**config.mk**
```make
export PLATFORM = sky130hd
export DESIGN_NAME = hwint_ctrl
export DESIGN_NICKNAME = d
export VERILOG_FILES = /design/src/rtl/hwint_ctrl_pkg.sv /design/src/rtl/int_sync.sv /design/src/rtl/hwint_ctrl.sv
export SDC_FILE = /design/constraint.sdc
export NUM_CORES = 1
export LEC_CHECK = 0
export CAP_MARGIN = 20
export CORE_UTILIZATION = 35
export CTS_BUF_LIST = sky130_fd_sc_hd__clkbuf_8
export DETAILED_ROUTE_END_ITERATION = 8
export GPL_TIMING_DRIVEN = 0
export PLACE_DENSITY = 0.77
export SETUP_SLACK_MARGIN = 0.1
export SYNTH_ARGS = -nofsm -noshare
export SYNTH_HDL_FRONTEND = slang
export SYNTH_SLANG_ARGS = --single-unit
```
**constraint.sdc**
```tcl
create_clock -name clk -period 5.7 [get_ports clk]
set_input_delay 1.14 -clock clk [delete_from_list [all_inputs] [get_ports clk]]
set_output_delay 1.14 -clock clk [all_outputs]
set_load 0.01 [all_outputs]
```
**src/rtl/hwint_ctrl_pkg.sv**
```systemverilog
// Shared constants and helpers for the hardware interrupt controller.
package hwint_ctrl_pkg;

    localparam int unsigned NumSrc      = 6;
    localparam logic [31:0] BaseDefault = 32'h0000_7F40;

    // Word offsets within the 16-byte register window (addr[3:2]).
    typedef enum logic [1:0] {
        RegEnable  = 2'd0,
        RegMode    = 2'd1,
        RegPending = 2'd2,
        RegRaw     = 2'd3
    } reg_off_e;

    // One-hot mask of the lowest set bit of v; zero when v is zero.
    function automatic logic [NumSrc-1:0] lowest_set(input logic [NumSrc-1:0] v);
        logic [NumSrc-1:0] r;
        logic              found;
        r     = '0;
        found = 1'b0;
        for (int i = 0; i < int'(NumSrc); i++) begin
            if (v[i] && !found) begin
                r[i]  = 1'b1;
                found = 1'b1;
            end
        end
        return r;
    endfunction

endpackage

```
**src/rtl/int_sync.sv**
```systemverilog
// Two-flop synchroniser bank for asynchronous level inputs.
module int_sync #(
    parameter int unsigned WIDTH = 1
) (
    input  logic             clk,
    input  logic             reset,
    input  logic [WIDTH-1:0] d,
    output logic [WIDTH-1:0] q
);

    logic [WIDTH-1:0] r_s1;
    logic [WIDTH-1:0] r_s2;

    // Shift raw inputs through two flops to settle metastability.
    always_ff @(posedge clk) begin
        if (reset) begin
            r_s1 <= '0;
            r_s2 <= '0;
        end else begin
            r_s1 <= d;
            r_s2 <= r_s1;
        end
    end

    assign q = r_s2;

endmodule

```
**src/rtl/hwint_ctrl.sv**
```systemverilog
// Memory-mapped interrupt controller: synchronises device lines, captures
// level or edge events into PENDING and presents pending & ENABLE to CP0.
module hwint_ctrl
    import hwint_ctrl_pkg::*;
#(
    parameter logic [31:0] BASE = BaseDefault
) (
    input  logic              clk,
    input  logic              reset,
    input  logic [NumSrc-1:0] src,
    input  logic [31:0]       addr,
    input  logic              we,
    input  logic [31:0]       wdata,
    output logic [31:0]       rdata,
    input  logic              ack,
    output logic [NumSrc-1:0] hwint
);

    logic [NumSrc-1:0] r_enable;
    logic [NumSrc-1:0] r_mode;
    logic [NumSrc-1:0] r_pending;
    logic [NumSrc-1:0] r_prev;

    logic [NumSrc-1:0] w_s2;
    logic              w_hit;
    reg_off_e          w_off;
    logic              w_wr;
    logic              w_mode_wr;
    logic [NumSrc-1:0] w_rise;
    logic [NumSrc-1:0] w_w1c;
    logic [NumSrc-1:0] w_ack_clr;
    logic [NumSrc-1:0] w_clr;
    logic [NumSrc-1:0] w_pending_nxt;
    logic              w_unused;

    int_sync #(
        .WIDTH (NumSrc)
    ) u_sync (
        .clk   (clk),
        .reset (reset),
        .d     (src),
        .q     (w_s2)
    );

    assign w_hit     = (addr[31:4] == BASE[31:4]);
    assign w_off     = reg_off_e'(addr[3:2]);
    assign w_wr      = w_hit & we;
    assign w_mode_wr = w_wr && (w_off == RegMode);

    assign hwint     = r_pending & r_enable;
    assign w_rise    = w_s2 & ~r_prev;
    assign w_w1c     = (w_wr && (w_off == RegPending)) ? wdata[NumSrc-1:0] : '0;
    // ack only retires edge-mode sources; level sources clear themselves.
    assign w_ack_clr = ack ? lowest_set(hwint & r_mode) : '0;
    assign w_clr     = w_w1c | w_ack_clr;

    assign w_unused  = ^{addr[1:0], wdata[31:NumSrc]};

    // Per-bit pending capture; a new edge beats a same-cycle clear.
    always_comb begin
        w_pending_nxt = '0;
        for (int i = 0; i < int'(NumSrc); i++) begin
            if (w_mode_wr && wdata[i] && !r_mode[i]) begin
                // Switching level->edge discards the stale level value.
                w_pending_nxt[i] = 1'b0;
            end else if (r_mode[i]) begin
                w_pending_nxt[i] = (r_pending[i] & ~w_clr[i]) | w_rise[i];
            end else begin
                w_pending_nxt[i] = w_s2[i];
            end
        end
    end

    // Register file and edge-detect history.
    always_ff @(posedge clk) begin
        if (reset) begin
            r_enable  <= '0;
            r_mode    <= '0;
            r_pending <= '0;
            r_prev    <= '0;
        end else begin
            r_prev    <= w_s2;
            r_pending <= w_pending_nxt;
            if (w_wr && (w_off == RegEnable)) begin
                r_enable <= wdata[NumSrc-1:0];
            end
            if (w_mode_wr) begin
                r_mode <= wdata[NumSrc-1:0];
            end
        end
    end

    // Combinational read mux; zero outside the window.
    always_comb begin
        rdata = '0;
        if (w_hit) begin
            unique case (w_off)
                RegEnable:  rdata = {{(32-NumSrc){1'b0}}, r_enable};
                RegMode:    rdata = {{(32-NumSrc){1'b0}}, r_mode};
                RegPending: rdata = {{(32-NumSrc){1'b0}}, r_pending};
                RegRaw:     rdata = {{(32-NumSrc){1'b0}}, w_s2};
                default:    rdata = '0;
            endcase
        end
    end

endmodule

```
After elaboration in Yosys (flattened, before gate mapping) --
Cells that the tools add are included.
Storage, ports and cells: flip-flop bits (word level) 36, output and inout port bits 38
Cells by class: equal/unequal tests 4, muxes and demuxes 20, bitwise operators 24, reductions and logical operators 38
Operator list (number):
- 32-bit one-hot mux with 4 select lines | 1
- 32-bit 2-to-1 mux | 1
- 28-bit by 11-bit equality test with 1-bit output (second input constant) | 1
- 1-bit logical AND | 20
- 6-bit bitwise AND | 3
- 1-bit 2-to-1 mux | 16
- 6-bit 2-to-1 mux | 2
- 2-bit OR reduction | 6
- 1-bit zero test | 11
- 1-bit bitwise AND | 7
- 1-bit inverter | 6
- 6-bit inverter | 1
- 1-bit bitwise OR | 6
- 6-bit bitwise OR | 1
- 2-bit equality test (second input constant) | 2
- 2-bit by 1-bit equality test with 1-bit output (second input constant) | 1
- 2-bit zero test | 1

Depth between registers and ports, before layout --
Gate-level depths: netlist of the first run.
depth in word-level cells 24, mapped depth 5, mapped depth without buffers 4

Hierarchy --
From an unflattened synthesis of the first run, not the netlist that was laid out.
Second synthesis, totals: cells, all modules 197, area total of the unflattened synthesis 2029.4 sq um
Modules (own cells, without submodules):
- hwint_ctrl | times used 1, cells each 172, area each 1662.8 sq um, seq. area each 480.5 sq um
- int_sync | times used 1, cells each 25, area each 366.6 sq um, seq. area each 240.2 sq um

Worst setup path before layout of the first run --
Ideal clock, no wire load.
path kind input to output, start input port addr[17], end output port rdata[0], arrival 2.357 ns, required time 4.560 ns, slack 2.203 ns, cell stages on the path 3, path buffers 0, cells stage by stage or4b_4 -> nor4_4 -> and3_2
On the way: longest elaborated chain between the ends 2
Ends and longest elaborated chain:
- start, declared | line hwint_ctrl.sv:11 | input logic [31:0] addr,
- 28-bit by 11-bit equality test with 1-bit output | line hwint_ctrl.sv:45 | assign w_hit = (addr[31:4] == BASE[31:4]);
- 32-bit 2-to-1 mux | line hwint_ctrl.sv:96 | if (w_hit) begin
- end, declared | line hwint_ctrl.sv:14 | output logic [31:0] rdata,
No other way between the ends.

Worst setup path in the final report of the first run --
start input port addr[17], end output port rdata[4]
The elaborated chain is that of the path after synthesis.

==> results.md, run 1 <==
- The die is 77.9 µm tall.
- In this run the standard cell core region covers 0.00554 mm².
- The final-layout worst hold slack is 0.437 ns.
- The clock-pin slew reported for the worst setup and hold paths after clock tree synthesis is 0.07 ns.
- The leakage power summed over all cells is 1.19 nW.
- The category of the worst setup path capture point is an output pin.
- The cell sitting at the root of the clock tree is a clkbuf_8.
- The starting utilization of the core area is 0.364.
- The overall die width is 77.9 µm.
- The power density over the cells is 190 mW/mm².
- The Yosys warning count is 0.
- The share of the Yosys chip area taken by registers is 0.358.
- After synthesis, the netlist uses 38 different library cells.
- The number of vias after detailed routing is 1,688.
- Summing every instance area after synthesis gives 0.00201 mm².
- The sum of internal, switching and leakage power is 0.541 mW.
- For this run, the total global-route usage over all layers was measured as 0.166.
- The launch instance of the worst register-to-register path is u_sync.q[3].
- Summed over all layers, the routed wires come to 4.74 mm.
- Global routing finished with a remaining overflow of 0.
- The total of max-cap violations is 0.
- The critical path class is in2out.
- The final layout contains 363 nets.
- At the later pin of the worst-skew pair, clock insertion delay measures 0.29 ns.
- In the synthesized netlist the dominant register cell turns out to be dfxtp_1.
- The startpoint kind of the worst setup timing path is an input pin.
- The number of cells on the worst reg-to-reg path is 4.
- The number of instances resized during post-cts repair is 0.
- Across all register-to-register paths, the minimum setup slack is 4.48 ns.
- Synthesis produced a netlist whose cell count is 202.
- The total of flip-flops plus latches after synthesis is 36.
- For the pin with the worst max-slew slack, the measured transition is 0.503 ns.
- The worst hold path depth is 1.
- The number of global-route vias before repair is 1,612.
- The start point of the critical path is addr[17].
- The flow ran to the end, and the final reports show no timing, DRC or antenna violations.
- The number of levels in the clock H-tree is 2.
- TritonCTS built the clock tree.
- The number of post-CTS setup repair buffers is 0.
- The tightest min-delay check is of the reg2reg type.
- The number of pins with negative max-slew slack in the final report is 0.
- The number of placement rows is 27.
- The DRC violation count after routing is 0.
- The maximum fanout count along the critical path is 9.
- The number of antenna violations at the first check in global routing is 0.
- The number of flops mapped to enable cells by yosys is 0.
- The detailed-router iteration count before antenna repair is 4.
- At the worst endpoint, the arrival time is 3.42 ns.
- Static timing analysis puts the maximum clock frequency at 0.219 GHz.
- Routability-driven placement finished with a final weighted congestion of 0.795.
- On the final layout, the worst clock skew is 0.00868 ns.
- Entering global routing, the biggest net connects 11 pins.
- The maximum buffer depth of the clock tree is 2.
- The detailed router finished its first iteration with 104 violations.
- The worst-case headroom to the max-slew limit is 0.662.
- In the final layout, the share of cells above drive strength 1 is 0.197.
- Once detail routing completed, the nets flagged for antenna violations numbered 0.
- After layout, the minimum clock period comes to 4.56 ns.
- The number of hold buffers added after CTS was 0.
- Setup repair after global routing left no endpoint under its margin.
- The routed via count divided by cell count is 4.68.
- The die covers 0.00606 mm².
- The clock buffer count from CTS is 5.
- The critical path capture point is rdata[4].
- 112 I/O pins were placed.
- After legalization and detailed placement, the total HPWL measured 3.58 mm.
- The first global-routing pass estimated 7.73 mm of wire.
- Of the available clock period, the critical path in the final layout requires 0.801.
- For the worst setup path, the data required time is 4.56 ns.
- Averaged over all synthesized cells, the footprint is 9.97 µm².
- The total of endpoints with negative setup slack in the final report is 0.
- The share of synthesized registers carrying an async set or reset is 0.
- The routed length per placed instance is 13.1 µm.
- The endpoint identified for the worst register-to-register timing path is r_pending[3].
- 0 antenna diodes ended up in the layout.
- Counting every sink on the clock net gives 36.
- IR analysis of the VDD net gives a maximum drop of 137 µV.
- The count of buffers added on input and output ports is 55.
- Setup total negative slack on the finished layout was measured at 0 ns.
- The synthesis-to-finish area growth is 41.2%.
- The number of hold violations in the final report is 0.
## report_power, final
part | internal [mW] | switching, mW | leakage [nW]
Clock | 0.108 | 0.0878 | 0.0503
Combinational | 0.0533 | 0.0317 | 0.848
Sequential | 0.258 | 0.00297 | 0.294
Total | 0.419 | 0.122 | 1.19
## sequential cells by signal (all words and copies together), names as in the netlist
name	cells
r_mode	6
r_enable	6
u_sync.q	6
r_pending	6
u_sync.r_s1	6
r_prev	6
## cells in the final DEF, fill, tap and decap left out, drive strengths merged
cell,n
a211oi,1
a41oi,1
or4,3
conb,26
mux2i,12
or4b,2
nor3,1
and4,2
o21ai,4
and2,7
inv,1
nand4bb,1
a21oi,3
o22ai,4
o21bai,3
nand4b,1
a21boi,4
and3,6
mux4,6
dfxtp,36
nand2,6
a21bo,2
a31oi,7
clkdlybuf4s50,55
nand4,4
nand3,6
nand2b,22
buf,28
clkbuf,13
nor2b,18
nor4,2
nor2,2
## cells in the mapped netlist, types with 2 or more instances
master    number  area share
nand4_1        3      0.0093
nand2b_1      22       0.068
mux2i_1       12       0.060
o22ai_1        4       0.012
o21bai_1       3       0.011
a21bo_2        2      0.0099
o21ai_0        4      0.0099
and3_2         6       0.022
nor2b_1       18       0.056
nand2_1        6       0.011
buf_4         26       0.097
a21boi_0       4       0.015
and2_1         7       0.022
clkbuf_8       2       0.014
and4_1         2      0.0087
a21oi_1        3      0.0075
or4_1          2      0.0075
clkbuf_1       4      0.0075
nand3_1        6       0.015
mux4_2         6       0.067
a31oi_1        7       0.022
nor2_1         2      0.0037
dfxtp_1       36        0.36
## worst min-delay path by stage
stage                         from     endpoint  slack (ns)
CTS                 u_sync.r_s1[2]  u_sync.q[2]        0.44
detailed placement  u_sync.r_s1[2]  u_sync.q[2]        0.42
floorplan           u_sync.r_s1[0]  u_sync.q[0]        0.41
global placement    u_sync.r_s1[0]  u_sync.q[0]        0.42
finish              u_sync.r_s1[1]  u_sync.q[1]        0.44
global route        u_sync.r_s1[2]  u_sync.q[2]        0.45
## kinds of logic after synthesis
kind of cell,count (synthesis),synth area share
simple gates,83,0.290
flops,36,0.358
compound gates,29,0.0956
mux,18,0.127
other cells,1,0.00186
buf+inv,35,0.128
## critical path, cell delays in order
cell and delay (ns):
clkdlybuf4s50_1 0.40, or4b_4 0.55, nor4_4 0.51, and3_2 0.29
clkdlybuf4s50_1 0.54
## layout make-up
cell class / count / area [µm²]
multi-input cells: 156 / 1130
flip-flops and latches: 36 / 721
inverters: 1 / 3.75
fillers: 537 / 2700
well taps: 72 / 90.1
clock buffers: 7 / 96.3
repair buffers: 55 / 551
plain buffers: 34 / 254
## stage by stage
stage           util  std cells  area [µm²]  worst slack (ns)
2_1_floorplan      -        227        2110              2.20
3_3_place_gp   0.496        354        2750              1.14
3_5_place_dp   0.496        354        2750              1.12
4_1_cts        0.514        361        2850              1.10
5_1_grt        0.514        361        2850              1.02
6_report       0.514        361        2850              1.14
## layer usage
metal / track usage / vias up / routed length [µm]
met2: 0.282 / 86 / 2220
met5: 0 / - / 0
met4: 0.0566 / 0 / 48
met1: 0.185 / 764 / 1910
met3: 0.0718 / 5 / 553
li1: - / 833 / -
Note: power is estimated with default switching activity, not from simulation.
==> run 2, diff against run 1 <==
- clock period: 5.7 -> 4.55 ns (I/O delays scaled with it)
==> results of run 2 <==
The final DEF is identical to that of run 1. Status: finished clean.
Main changes from that run: setup slack after placement 1.12 ns -> 0.430 ns; setup slack after layout 1.14 ns -> 0.446 ns; register-to-register setup slack 4.48 ns -> 3.33 ns; total power 0.541 mW -> 0.678 mW; worst IR drop on VDD 137 µV -> 171 µV
==> run 3, diff against run 2 <==
- CELL_PAD_IN_SITES_DETAIL_PLACEMENT: not set -> 0
- CELL_PAD_IN_SITES_GLOBAL_PLACEMENT: not set -> 1
- CORE_MARGIN: not set -> 2
- CORE_UTILIZATION: 35 -> 29
- PLACE_DENSITY: 0.77 -> 0.86
==> run 3 against run 2 <==
Compared with the run above:
- clock-buffer cell count fell by 2
- flip-flop and latch count did not move
- die area grew 26%
- final area decreased by 0.31%
- maximum frequency shrank 1.6%
- critical endpoint is now rdata[3]
- register-to-register slack gained 0.04 ns
==> results.md, run 3 (synthesis results as in run 1) <==
- The I/O pin count is 112 (unchanged).
- The fraction of final layout cells with drive strength greater than 1 was 0.194 (was 0.197).
- Run status: finished clean (unchanged).
- The logic depth of the worst path, buffers included is 5 (unchanged).
- The routed length per placed instance is 13.0 µm (was 13.1 µm).
- The number of global-route vias before repair is 1,603 (was 1,612).
- The peak supply drop came to 133 µV (was 171 µV).
- The arrival time reported for the critical path endpoint was 3.26 ns (was 3.19 ns).
- The pin count of the biggest net entering global routing is 11 (unchanged).
- The sum of internal, switching and leakage power is 0.640 mW (was 0.678 mW).
- The number of DRC violations after detailed-routing iteration 0 was 47 (was 104).
- The total number of nets in the final design is 363 (unchanged).
- The critical path class is in2out (unchanged).
- The number of placement rows is 30 (was 27).
- Most used cells in the layout excluding fill and tap cells: clkdlybuf4s50_1, dfxtp_1, buf_4, conb_1, nand2b_1 (unchanged).
- The maximum buffer depth of the clock tree is 2 (unchanged).
- The worst-case clock skew came to 0.00753 ns (was 0.00868 ns).
- The die height is 87.3 µm (was 77.9 µm).
- The clock buffer count from CTS is 5 (unchanged).
- The overall routed net length is 4.80 mm (was 4.74 mm).
- The total of max-cap violations came to 0 (unchanged).
- The path category of the worst min-delay check is reg2reg (unchanged).
- The worst hold path depth came to 1 (unchanged).
- The leakage power summed over all cells is 1.19 nW (about the same).
- The number of pins with negative max-slew slack in the final report is 0 (unchanged).
- The power density over the cells is 226 mW/mm² (was 238 mW/mm²).
- The category of the worst setup path capture point is an output pin (unchanged).
- The cell at the root of the clock tree is clkbuf_8 (unchanged).
- The maximum fanout count along the critical path is 9 (unchanged).
- The starting utilization of the core area was 0.298 (was 0.364).
- The total negative slack is 0 ns (unchanged).
- The number of hold violations in the final report was 0 (unchanged).
- The final global-route overflow total came to 0 (unchanged).
- The detailed-placement wirelength estimate is 3.66 mm (was 3.58 mm).
- The global-route wire length before repair is 7.50 mm (was 7.73 mm).
- The fraction of the cycle the final worst path needs came to 0.916 (was 0.902).
- The critical path's slowest cell is or4b_4 (unchanged).
- The worst-case headroom to the max-slew limit is 0.629 (was 0.662).
- The clock tree from TritonCTS is built (unchanged).
- The global placement routability congestion came to 0.756 (was 0.795).
- The total of fill cells in the finished design is 666 (was 537).
- Setup repair after global routing missed its margin: no (unchanged).
- The number of antenna violations at the first check in global routing is 0 (unchanged).
- The total of endpoints with negative setup slack in the final report is 0 (unchanged).
- The number of buffers and inverters on the critical path is 2 (unchanged).
- The clock insertion delay at the later pin of the skew report was 0.29 ns (about the same).
- The path depth of the worst reg2reg path is 4 (unchanged).
- The number of buffers added on ports is 55 (unchanged).
- The routed via count divided by cell count is 4.53 (was 4.68).
- The highest clock rate is 0.240 GHz (was 0.244 GHz).
- The number of nets with antenna violations after detailed routing came to 0 (unchanged).
- The DRC violation count after routing is 0 (unchanged).
- The detailed-router iteration count before antenna repair is 4 (unchanged).
- The startpoint kind of the worst setup timing path is an input pin (unchanged).
- The all-layer global routing usage is 0.130 (was 0.166).
- The family with the most delay on the worst path is simple AND/OR/NAND/NOR gates (unchanged).
- The shortest clock period the worst path allows after layout is 4.17 ns (was 4.10 ns).
- The number of post-CTS setup repair buffers came to 0 (unchanged).
- The number of clock sinks is 36 (unchanged).
- CP Cell Sequence: clkdlybuf4s50_1 -> or4b_4 -> nor4_4 -> and3_2 -> clkdlybuf4s50_1 (unchanged).
- The data required time at the worst endpoint is 3.64 ns (about the same).
- The slew of the pin with the lowest slew margin came to 0.553 ns (was 0.503 ns).
- The core box area is 0.00676 mm² (was 0.00554 mm²).
- The leading cell type in the layout, fill and taps excluded is clkdlybuf4s50_1 (unchanged).
- The number of instances resized during post-cts repair is 0 (unchanged).
- The number of vias after detailed routing was 1,670 (was 1,688).
- The number of levels in the clock H-tree was 2 (unchanged).
- The overall die area came to 0.00763 mm² (was 0.00606 mm²).
- The number of antenna cells inserted is 0 (unchanged).
- The most common cell type on the critical path is clkdlybuf4s50_1 (unchanged).
- The hold-fix buffer count after cts is 0 (unchanged).
- The clock-pin slew reported for the worst setup and hold paths after clock tree synthesis came to 0.06 ns (was 0.07 ns).
- The synthesis-to-finish area growth is 40.8% (was 41.2%).
- The final cell utilization of the core came to 0.420 (was 0.514).
- The overall die width came to 87.3 µm (was 77.9 µm).
- The largest stage delay on the critical path came to 0.55 ns (about the same).
## run 3: cell types whose count changed in the layout (fill, tap and decap cells not counted)
| cell | delta |
|---|---|
| clkinv_2 | +1 |
| clkbuf_8 | -2 |
| inv_1 | +1 |
## run 3: metal layers
| metal | global-route usage | wire length, µm | share of wire |
|---|---|---|---|
| met1 | 0.143 | 1970 | 0.41 |
| met2 | 0.240 | 2320 | 0.48 |
| met3 | 0.0379 | 462 | 0.096 |
| met4 | 0.0406 | 55 | 0.011 |
| met5 | 0 | 0 | 0 |
## run 3: path summary, 6_finish.rpt
check	start	to	slack [ns]
max	addr[17]	rdata[3]	0.38
min	u_sync.r_s1[3]	u_sync.q[3]	0.44
max reg2reg	u_sync.q[3]	r_pending[3]	3.37
min reg2reg	u_sync.r_s1[3]	u_sync.q[3]	0.44
## run 3: cell type report
type                    instances  area, µm²  area share
repair buffers                 55        551       0.194
well taps                      80        100      0.0353
clock inverters                 2       8.76     0.00309
inverters                       1       3.75     0.00132
clock buffers                   5       68.8      0.0243
plain buffers                  34        254      0.0895
flip-flops and latches         36        721       0.254
multi-input cells             156       1130       0.398
## run 3: worst register-to-register path: cells and delay by family (launching register included)
kind	cells	cell delay, ns
and+or+nand+nor	1	0.16
AOI/OAI and AO/OA	3	0.58
DFF	1	0.35
## run 3: power by group
part,internal (mW),switching (mW),total [mW]
Combinational,0.0667,0.0393,0.106
Sequential,0.323,0.00366,0.327
Clock,0.102,0.105,0.207
Total,0.491,0.148,0.640
## run 3: stage by stage
stage	hold slack [ns]	setup WS (ns)	cell area [µm²]	std cells
6_report	0.437	0.380	2840	369
5_1_grt	0.453	0.284	2840	369
4_1_cts	0.441	0.344	2840	369
2_1_floorplan	0.414	1.51	2110	227
3_3_place_gp	0.418	0.339	2760	362
3_5_place_dp	0.425	0.347	2760	362
